### src/rtl/vram_arbiter_if.sv
// Bus bundle between the video fetcher, the Z80 core, the VRAM and the arbiter.
interface vram_arbiter_if;
    // video side
    logic        vid_read;
    logic        vid_busy;
    logic [12:0] vid_a;
    logic [7:0]  vid_d;
    // CPU side
    logic        cpu_mreq_n;
    logic        cpu_iorq_n;
    logic        cpu_rd_n;
    logic        cpu_wr_n;
    logic [15:0] cpu_a;
    logic [7:0]  cpu_do;
    logic [7:0]  cpu_di;
    logic        cpu_ce;
    // VRAM side
    logic [13:0] ram_a;
    logic [7:0]  ram_d;
    logic [7:0]  ram_q;
    logic        ram_we;

    // Arbiter view
    modport slave (
        input  vid_read, vid_busy, vid_a,
        input  cpu_mreq_n, cpu_iorq_n, cpu_rd_n, cpu_wr_n, cpu_a, cpu_do,
        input  ram_q,
        output vid_d, cpu_di, cpu_ce, ram_a, ram_d, ram_we
    );

    // Environment view (video, CPU and RAM models)
    modport master (
        output vid_read, vid_busy, vid_a,
        output cpu_mreq_n, cpu_iorq_n, cpu_rd_n, cpu_wr_n, cpu_a, cpu_do,
        output ram_q,
        input  vid_d, cpu_di, cpu_ce, ram_a, ram_d, ram_we
    );
endinterface

### src/rtl/vram_arbiter.sv
// Shares the 16K screen RAM between video fetches and the Z80, and produces the
// CPU clock enable with Spectrum-style contention. All state changes on the falling
// clock edge so the rising edge stays free for the video block.
module vram_arbiter #(
    parameter int unsigned CE_DIV    = 2,
    parameter logic [1:0]  CONT_BANK = 2'b01
) (
    input  logic           clock,
    input  logic           reset,
    vram_arbiter_if.slave  bus
);

    localparam int unsigned CntW   = (CE_DIV > 1) ? $clog2(CE_DIV) : 1;
    localparam logic [CntW-1:0] CntMax = CntW'(CE_DIV - 1);

    typedef enum logic [1:0] {
        StIdle,
        StPend,
        StHold
    } state_e;

    state_e          state;
    logic [CntW-1:0] ce_cnt;
    logic [7:0]      cpu_di_q;

    logic cont_sel;
    logic vram_req;
    logic contend;
    logic grant;

    assign cont_sel = !bus.cpu_mreq_n && (bus.cpu_a[15:14] == CONT_BANK);
    assign vram_req = cont_sel && (!bus.cpu_rd_n || !bus.cpu_wr_n);
    assign contend  = !bus.vid_busy && (cont_sel || (!bus.cpu_iorq_n && !bus.cpu_a[0]));

    // Video always wins; an aborted request (strobes gone) never reaches the RAM.
    assign grant    = (state == StPend) && !bus.vid_read && vram_req;

    assign bus.cpu_ce = (ce_cnt == CntMax) && !contend && (state != StPend);
    assign bus.ram_we = grant && !bus.cpu_wr_n;
    assign bus.ram_a  = grant ? bus.cpu_a[13:0] : {1'b0, bus.vid_a};
    assign bus.ram_d  = bus.cpu_do;
    assign bus.vid_d  = bus.ram_q;
    assign bus.cpu_di = cpu_di_q;

    // Free-running divider; suppressed enables are dropped so CPU phase tracks video.
    always_ff @(negedge clock or posedge reset) begin
        if (reset) begin
            ce_cnt <= '0;
        end else if (ce_cnt == CntMax) begin
            ce_cnt <= '0;
        end else begin
            ce_cnt <= ce_cnt + 1'b1;
        end
    end

    // One RAM access per CPU request; HOLD blocks a second write in the same Z80 cycle.
    always_ff @(negedge clock or posedge reset) begin
        if (reset) begin
            state    <= StIdle;
            cpu_di_q <= 8'h00;
        end else begin
            unique case (state)
                StIdle: begin
                    if (vram_req) begin
                        state <= StPend;
                    end
                end
                StPend: begin
                    if (!vram_req) begin
                        state <= StIdle;
                    end else if (grant) begin
                        if (!bus.cpu_rd_n) begin
                            cpu_di_q <= bus.ram_q;
                        end
                        state <= StHold;
                    end
                end
                StHold: begin
                    if (!vram_req) begin
                        state <= StIdle;
                    end
                end
                default: state <= StIdle;
            endcase
        end
    end

endmodule

### src/flat_wrapper.sv
// flat-port wrapper written by rule: the top's interface ports become plain ports
module vram_arbiter_flat 
#(
    parameter int unsigned CE_DIV    = 2,
    parameter logic [1:0]  CONT_BANK = 2'b01
)
  (clock, reset, bus_vid_read, bus_vid_busy, bus_vid_a, bus_cpu_mreq_n, bus_cpu_iorq_n, bus_cpu_rd_n, bus_cpu_wr_n, bus_cpu_a, bus_cpu_do, bus_ram_q, bus_vid_d, bus_cpu_di, bus_cpu_ce, bus_ram_a, bus_ram_d, bus_ram_we);
  vram_arbiter_if bus_i ();
  input  logic clock;
  input  logic reset;
  input wire logic [$bits(bus_i.vid_read)-1:0] bus_vid_read;
  input wire logic [$bits(bus_i.vid_busy)-1:0] bus_vid_busy;
  input wire logic [$bits(bus_i.vid_a)-1:0] bus_vid_a;
  input wire logic [$bits(bus_i.cpu_mreq_n)-1:0] bus_cpu_mreq_n;
  input wire logic [$bits(bus_i.cpu_iorq_n)-1:0] bus_cpu_iorq_n;
  input wire logic [$bits(bus_i.cpu_rd_n)-1:0] bus_cpu_rd_n;
  input wire logic [$bits(bus_i.cpu_wr_n)-1:0] bus_cpu_wr_n;
  input wire logic [$bits(bus_i.cpu_a)-1:0] bus_cpu_a;
  input wire logic [$bits(bus_i.cpu_do)-1:0] bus_cpu_do;
  input wire logic [$bits(bus_i.ram_q)-1:0] bus_ram_q;
  output wire logic [$bits(bus_i.vid_d)-1:0] bus_vid_d;
  output wire logic [$bits(bus_i.cpu_di)-1:0] bus_cpu_di;
  output wire logic [$bits(bus_i.cpu_ce)-1:0] bus_cpu_ce;
  output wire logic [$bits(bus_i.ram_a)-1:0] bus_ram_a;
  output wire logic [$bits(bus_i.ram_d)-1:0] bus_ram_d;
  output wire logic [$bits(bus_i.ram_we)-1:0] bus_ram_we;
  assign bus_i.vid_read = bus_vid_read;
  assign bus_i.vid_busy = bus_vid_busy;
  assign bus_i.vid_a = bus_vid_a;
  assign bus_i.cpu_mreq_n = bus_cpu_mreq_n;
  assign bus_i.cpu_iorq_n = bus_cpu_iorq_n;
  assign bus_i.cpu_rd_n = bus_cpu_rd_n;
  assign bus_i.cpu_wr_n = bus_cpu_wr_n;
  assign bus_i.cpu_a = bus_cpu_a;
  assign bus_i.cpu_do = bus_cpu_do;
  assign bus_i.ram_q = bus_ram_q;
  assign bus_vid_d = bus_i.vid_d;
  assign bus_cpu_di = bus_i.cpu_di;
  assign bus_cpu_ce = bus_i.cpu_ce;
  assign bus_ram_a = bus_i.ram_a;
  assign bus_ram_d = bus_i.ram_d;
  assign bus_ram_we = bus_i.ram_we;
  vram_arbiter #(.CE_DIV(CE_DIV), .CONT_BANK(CONT_BANK)) u_core (.clock(clock), .reset(reset), .bus(bus_i));
endmodule
### config.mk
export PLATFORM = sky130hd
export DESIGN_NAME = vram_arbiter_flat
export DESIGN_NICKNAME = d
export VERILOG_FILES = /design/src/rtl/vram_arbiter_if.sv /design/src/rtl/vram_arbiter.sv /design/src/flat_wrapper.sv
export SDC_FILE = /design/constraint.sdc
export NUM_CORES = 1
export LEC_CHECK = 0
export ABC_AREA = 1
export BUFFER_PORTS_ARGS = -buffer_cell sky130_fd_sc_hd__buf_4
export CELL_PAD_IN_SITES_DETAIL_PLACEMENT = 2
export CELL_PAD_IN_SITES_GLOBAL_PLACEMENT = 2
export CORE_MARGIN = 4
export CORE_UTILIZATION = 15
export CTS_CLUSTER_DIAMETER = 50
export DETAILED_ROUTE_END_ITERATION = 6
export HOLD_SLACK_MARGIN = 0.02
export MAX_ROUTING_LAYER = met4
export PLACE_DENSITY = 0.92
export SYNTH_ARGS = -nofsm -noshare
export SYNTH_HDL_FRONTEND = slang
export SYNTH_SLANG_ARGS = --single-unit
### constraint.sdc
create_clock -name clock -period 2.3 [get_ports clock]
set_clock_uncertainty 0.1 [all_clocks]
set_input_delay 0.23 -clock clock [delete_from_list [all_inputs] [get_ports clock]]
set_output_delay 0.23 -clock clock [all_outputs]
set_load 0.01 [all_outputs]
==> flow_summary_export.csv, run 1 <==
group,metric,value,unit
outcome,status,"finished, violations left",
outcome,violations,"negative setup slack",
clock_network,path_clk_slew,0.04,ns
hold_path,min_path_type,"register to register",
floorplanning,dieArea,6627,µm²
cells_and_area,final_util,34.66,%
clock_network,tritoncts,"done",
floorplanning,core_area,5172,µm²
clock_network,clock-sinks,11,
cells_and_area,final_common_cell,"buf_4",
sta,report.final.setup_viol,24,
pwr,powerDensity,341.5,nW/µm²
hold_path,holdPathStages,1,
synthesis,synth_area,808.3,µm²
drt,wl_met3,193,µm
grt,grt_pass1_vias,1220,
cells_and_area,syn2layout_area_growth,121.8,%
cells_and_area,final_nets,253,
pwr,irDropWorstVdd,0.2454,mV
drt,avgRoutedWirePerCell,15.96,µm
placement,place_area,1481,µm²
setup_path,path_class,"register to output pin",
setup_path,crit_fanout,9,
drt,drtPass1Iterations,4,
synthesis,yosysUniqueCellTypes,21,
floorplanning,die_h,81.41,µm
drt,detail_route.iter0.violations,40,
synthesis,synth_nets,169,
cells_and_area,fill_cells,591,
drt,post-route-drc-count,0,
sta,timing.final.ws_setup,-0.7106,ns
cells_and_area,antenna_cells,0,
pwr,p_leak,0.9177,nW
grt,grt_pass1_wl,6.141,mm
synthesis,avgSynthCellArea,6.968,µm²
cells_and_area,finish.instance_area,1793,µm²
placement,portBuffers,76,
floorplanning,fp.dieW,81.41,µm
grt,grtUsageTotal,12.68,%
drt,detail-route-antenna-nets,0,
grt,antenna_found_initial,0,
setup_path,r2r.worst_path.cells,10,
floorplanning,rows,26,
drt,wl,4.292,mm
grt,grt_max_degree,18,
clock_network,htree_levels,1,
cells_and_area,drive_above_1_share,72.36,%
sta,hold_viol,0,
clock_network,clkLatencyLatePin,0.25,ns
drt,num_vias,1095,
drt,wl_met1,1.391,mm
setup_path,critPathLaunchType,"register",
sta,slew_headroom,71.31,%
sta,slew_viol_final,0,
placement,pre_cts_slack,-0.4757,ns
drt,vias_per_cell,4.071,
grt,globalRouteOverflowTotal,0,
setup_path,cp-end-kind,"output pin",
floorplanning,start_util,15.63,%
flow_run,max_cap_viol_count,0,
placement,place.gp.congestion,0.7948,
synthesis,synthesis.instances,116,
drt,routed.top_layer,"met4",
sta,rsz0062_at_grt,"true",
drt,wl_met2,2.687,mm
cells_and_area,final_cell_mix,"84 x buf_4, 27 x nand2_1, 18 x nand2_2",
clock_network,holdBufCountCts,0,
placement,dpl.hpwl,3.216,mm
floorplanning,ios,93,
sta,timing.hold.ws,0.2350,ns
setup_path,cp.arrival,2.68,ns
clock_network,ctsLongestPathBuffers,2,
setup_path,crit_required,1.97,ns
clock_network,root_buffer,"clkbuf_8",
synthesis,ys_seq_area_share,34.06,%
sta,worst_pin_slew,0.4299,ns
synthesis,yosys_register_bits,11,
synthesis,yosys_warnings,0,
clock_network,numCtsBuffers,3,
[per-layer routing]
layer / GRT usage (%) / up-vias
met5: - / -
met4: 1.520 / 0
met3: 2.550 / 2
met2: 26.06 / 35
met1: 12.23 / 536
li1: - / 522
[cell type report]
| cell class | count | area, µm² | share of cell area [%] |
|---|---|---|---|
| sequential | 11 | 275.3 | 15.35 |
| multi-input combinational | 80 | 529.3 | 29.52 |
| timing repair buffer | 99 | 837.1 | 46.69 |
| inverter | 5 | 18.77 | 1.047 |
| tap | 70 | 87.58 | 4.885 |
| clock buffer | 4 | 45.04 | 2.512 |
[synthesized netlist by cell type]
cell type | number | area (µm²)
nand2_1 | 45 | 168.9
buf_6 | 1 | 11.26
nand2_2 | 2 | 12.51
a21oi_1 | 2 | 10.01
clkinv_1 | 1 | 3.750
or2_2 | 1 | 6.260
o21ai_1 | 7 | 35.03
buf_4 | 17 | 127.6
inv_2 | 1 | 3.750
nor2_2 | 2 | 12.51
inv_1 | 3 | 11.26
o21ai_0 | 7 | 35.03
nor2_4 | 1 | 11.26
nor2_1 | 1 | 3.750
buf_2 | 2 | 10.01
dfrtn_1 | 11 | 275.3
nand3_2 | 1 | 10.01
nor3_1 | 1 | 5.000
nand3_1 | 8 | 40.04
a211oi_1 | 1 | 7.510
nor3b_1 | 1 | 7.510
[path summary, 6_finish.rpt]
kind	end	from	slack (ns)
min in group asynchronous	u_core.bus.cpu_di[0]$_DFFE_NP0P_	reset	0.92
worst min-delay path	u_core.ce_cnt$_DFF_NP0_	u_core.ce_cnt$_DFF_NP0_	0.23
max in group asynchronous	u_core.bus.cpu_di[2]$_DFFE_NP0P_	reset	0.85
worst max register to register	u_core.bus.cpu_di[4]$_DFFE_NP0P_	u_core.state[0]$_DFFE_NP0P_	0.66
worst max-delay path	bus_ram_a[4]	u_core.state[0]$_DFFE_NP0P_	-0.71
worst min register to register	u_core.ce_cnt$_DFF_NP0_	u_core.ce_cnt$_DFF_NP0_	0.23
[flip-flops by register name, summed over array words and instances, names as in the netlist]
| signal | flops |
|---|---|
| u_core.ce_cnt | 1 |
| u_core.state | 2 |
| u_core.bus.cpu_di | 8 |
[worst max-delay path, cell delays in order, from the launching register on]
cell     delay [ns]
dfrtn_1        0.43
inv_2          0.06
nor2_4         0.11
nand2_4        0.12
nor2_4         0.14
buf_12         0.14
nand2_1        0.08
nand2_2        0.08
buf_4          0.12
[logic make-up (layout without fill, tap and decap cells)]
group	Yosys count	in the layout	share of synthesized area (%)
simple gates	63	63	34.36
buf+inv	25	108	20.74
compound gates	17	17	10.84
flops	11	11	34.06
[where the power goes]
part	leakage, nW	internal [mW]	total, mW	switching (mW)
logic	0.748	0.123	0.215	0.0916
registers	0.147	0.204	0.209	0.00529
clock network	0.0228	0.121	0.189	0.0673
total	0.918	0.448	0.612	0.164
[metrics by stage]
step / std cells / setup TNS [ns] / total power [mW]
after global routing: 269 / -12.87 / 0.6528
final: 269 / -11.07 / 0.6123
after floorplan: 116 / -3.256 / 0.2881
after global placement: 254 / -6.759 / 0.3822
after CTS: 261 / -9.898 / 0.6043
after detailed placement: 254 / -8.362 / 0.3916
[what timing repair did]
action                     in CTS  in global routing
gates cloned                    1                  0
setup buffers                   3                  8
pin swaps                       3                  2
resized for setup              36                 12
setup endpoints to repair      20                 30
(Power assumes the default switching activity.)
==> inputs of run 2 (changes only) <==
--- a/config.mk
+++ b/config.mk
@@ -16,6 +16,7 @@
 export HOLD_SLACK_MARGIN = 0.02
 export MAX_ROUTING_LAYER = met4
 export PLACE_DENSITY = 0.92
+export RECOVER_POWER = 50
 export SYNTH_ARGS = -nofsm -noshare
 export SYNTH_HDL_FRONTEND = slang
 export SYNTH_SLANG_ARGS = --single-unit
==> run 2 against run 1 <==
Against the previous run:
- via count increased by 0.18%
- global-route usage unchanged
- core utilization is 0.51 points lower
- the flow still finishes with violations (negative setup slack)
- hold slack stayed put
- non-clock buffer count unchanged
- largest cell class unchanged
- highest routed layer unchanged
- first-iteration DRC count decreased by 2.5%
- sequential power hardly changed
- largest power group is now registers
- register-to-register slack hardly changed
==> flow_summary_export.csv, run 2 (synthesized netlist as in run 1, its figures left out) <==
group,metric,value,unit
outcome,status,"finished, violations left",
outcome,violations,"negative setup slack",
setup_path,cp_num_buf_inv,3,
sta,slew_headroom,71.31,%
floorplanning,die_h,81.41,µm
grt,grt_max_degree,18,
pwr,total_power,0.6071,mW
clock_network,root_buffer,"clkbuf_8",
pwr,power.internal,0.4431,mW
floorplanning,rows,26,
clock_network,ctsLongestPathBuffers,2,
cells_and_area,syn2layout_area_growth,118.6,%
clock_network,clkLatencyLatePin,0.25,ns
setup_path,cpLargestDelayFamily,"simple AND/OR/NAND/NOR gates",
grt,grtUsageTotal,12.68,%
sta,slew_viol_final,0,
pwr,power_frac_comb,34.5,%
setup_path,cp.arrival,2.68,ns
drt,detail-route-antenna-nets,0,
pwr,netSwitchingFraction,27.01,%
drt,detail_route.iter0.violations,39,
sta,rsz0062_at_grt,"true",
setup_path,startpoint,"u_core.state[0]$_DFFE_NP0P_",
grt,globalRouteOverflowTotal,0,
clock_network,numCtsBuffers,3,
sta,timing.hold.ws,0.2350,ns
setup_path,cp-end-kind,"output pin",
grt,antenna_found_initial,0,
sta,report.final.setup_viol,24,
flow_run,max_cap_viol_count,0,
setup_path,crit_required,1.97,ns
floorplanning,dieArea,6627,µm²
setup_path,cpPeakStageDelay,0.43,ns
pwr,powerDensity,343.6,nW/µm²
cells_and_area,drive_above_1_share,68.84,%
clock_network,htree_levels,1,
drt,num_vias,1097,
floorplanning,fp.dieW,81.41,µm
drt,avgRoutedWirePerCell,15.94,µm
setup_path,path_class,"register to output pin",
drt,wl,4.288,mm
pwr,irDropWorstVdd,0.2424,mV
setup_path,r2r_start,"u_core.state[0]$_DFFE_NP0P_",
pwr,power.switching,0.1639,mW
setup_path,crit_fanout,9,
pwr,p_clk_share,31.1,%
floorplanning,start_util,15.63,%
cells_and_area,final_cell_mix,"77 x buf_4, 27 x nand2_1, 18 x nand2_2",
grt,grt_pass1_wl,6.141,mm
hold_path,min_path_type,"register to register",
placement,place.gp.congestion,0.7948,
cells_and_area,antenna_cells,0,
clock_network,holdBufCountCts,0,
cells_and_area,final_common_cell,"buf_4",
placement,dpl.hpwl,3.216,mm
pwr,p_seq_share,34.4,%
clock_network,clock-sinks,11,
cells_and_area,final_nets,253,
setup_path,cp_slowest_cell,"dfrtn_1",
grt,grt_pass1_vias,1220,
drt,drtPass1Iterations,4,
placement,portBuffers,76,
clock_network,path_clk_slew,0.04,ns
hold_path,min_from,"u_core.ce_cnt$_DFF_NP0_",
drt,vias_per_cell,4.078,
clock_network,tritoncts,"done",
floorplanning,core_area,5172,µm²
setup_path,crit_top_cell,"nor2_4",
drt,post-route-drc-count,0,
sta,worst_pin_slew,0.4299,ns
floorplanning,ios,93,
sta,hold_viol,0,
sta,timing.final.ws_setup,-0.7106,ns
setup_path,reg2reg_setup_slack,0.66,ns
cells_and_area,final_util,34.16,%
setup_path,crit_path_cell_trace,"inv_2, nor2_4, nand2_4, nor2_4, buf_12, nand2_1, nand2_2, buf_4",
pwr,p_leak,0.8923,nW
cells_and_area,largest_reg_flops,8,
setup_path,critPathLaunchType,"register",
run 2: cell types whose count changed in the layout (fill, tap and decap cells not counted), sizes merged:
cell    delta
buf        -7
clkbuf     +7
run 2: cell type report:
cell class                 count  area (µm²)
fill                         592        3406
multi-input combinational     80       529.3
inverter                       5       18.77
tap                           70       87.58
clock buffer                   4       45.04
timing repair buffer          99       810.8
sequential                    11       275.3
run 2: worst reg2reg max path: cells and delay by family, from the launching register on:
kind	cells	cell delay, ns
AND/OR/NAND/NOR	6	0.57
flip-flops	1	0.43
buffers and inverters	4	0.39
run 2: what timing repair did:
item / in CTS / in global routing
gates resized for setup: 36 / 12
cloned: 1 / 0
pin swaps: 3 / 2
setup buffers: 3 / 8
setup endpoints to repair: 20 / 30
run 2: metal layers:
metal | global-route usage [%] | up-vias | routed length (µm)
met5 | - | - | 0
met4 | 1.520 | 0 | 20
met3 | 2.550 | 2 | 188
met2 | 26.06 | 35 | 2688
met1 | 12.23 | 538 | 1390
li1 | - | 522 | -
run 2: path summary, 6_finish.rpt:
check / depth (start not counted) / endpoint
max reg2reg: 10 / u_core.bus.cpu_di[4]$_DFFE_NP0P_
min: 1 / u_core.ce_cnt$_DFF_NP0_
min in group asynchronous: 2 / u_core.bus.cpu_di[0]$_DFFE_NP0P_
max: 8 / bus_ram_a[4]
max in group asynchronous: 2 / u_core.bus.cpu_di[2]$_DFFE_NP0P_
min reg2reg: 1 / u_core.ce_cnt$_DFF_NP0_
run 2: power by group through the flow:
| stage | clock network [mW] | registers (mW) | logic (mW) |
|---|---|---|---|
| 2_1_floorplan | 0 | 0.214 | 0.0737 |
| 3_3_place_gp | 0 | 0.211 | 0.171 |
| 3_5_place_dp | 0 | 0.211 | 0.180 |
| 4_1_cts | 0.194 | 0.209 | 0.201 |
| 5_1_grt | 0.210 | 0.210 | 0.228 |
| 6_report | 0.189 | 0.209 | 0.209 |
run 2: through the flow:
| step | worst slack, ns | std cells | setup TNS, ns | cell area (µm²) |
|---|---|---|---|---|
| 2_1_floorplan | -0.2191 | 116 | -3.256 | 863.3 |
| 3_3_place_gp | -0.3459 | 254 | -6.759 | 1481 |
| 3_5_place_dp | -0.4757 | 254 | -8.362 | 1481 |
| 4_1_cts | -0.6626 | 261 | -9.898 | 1685 |
| 5_1_grt | -0.7863 | 269 | -12.87 | 1767 |
| 6_report | -0.7106 | 269 | -11.07 | 1767 |
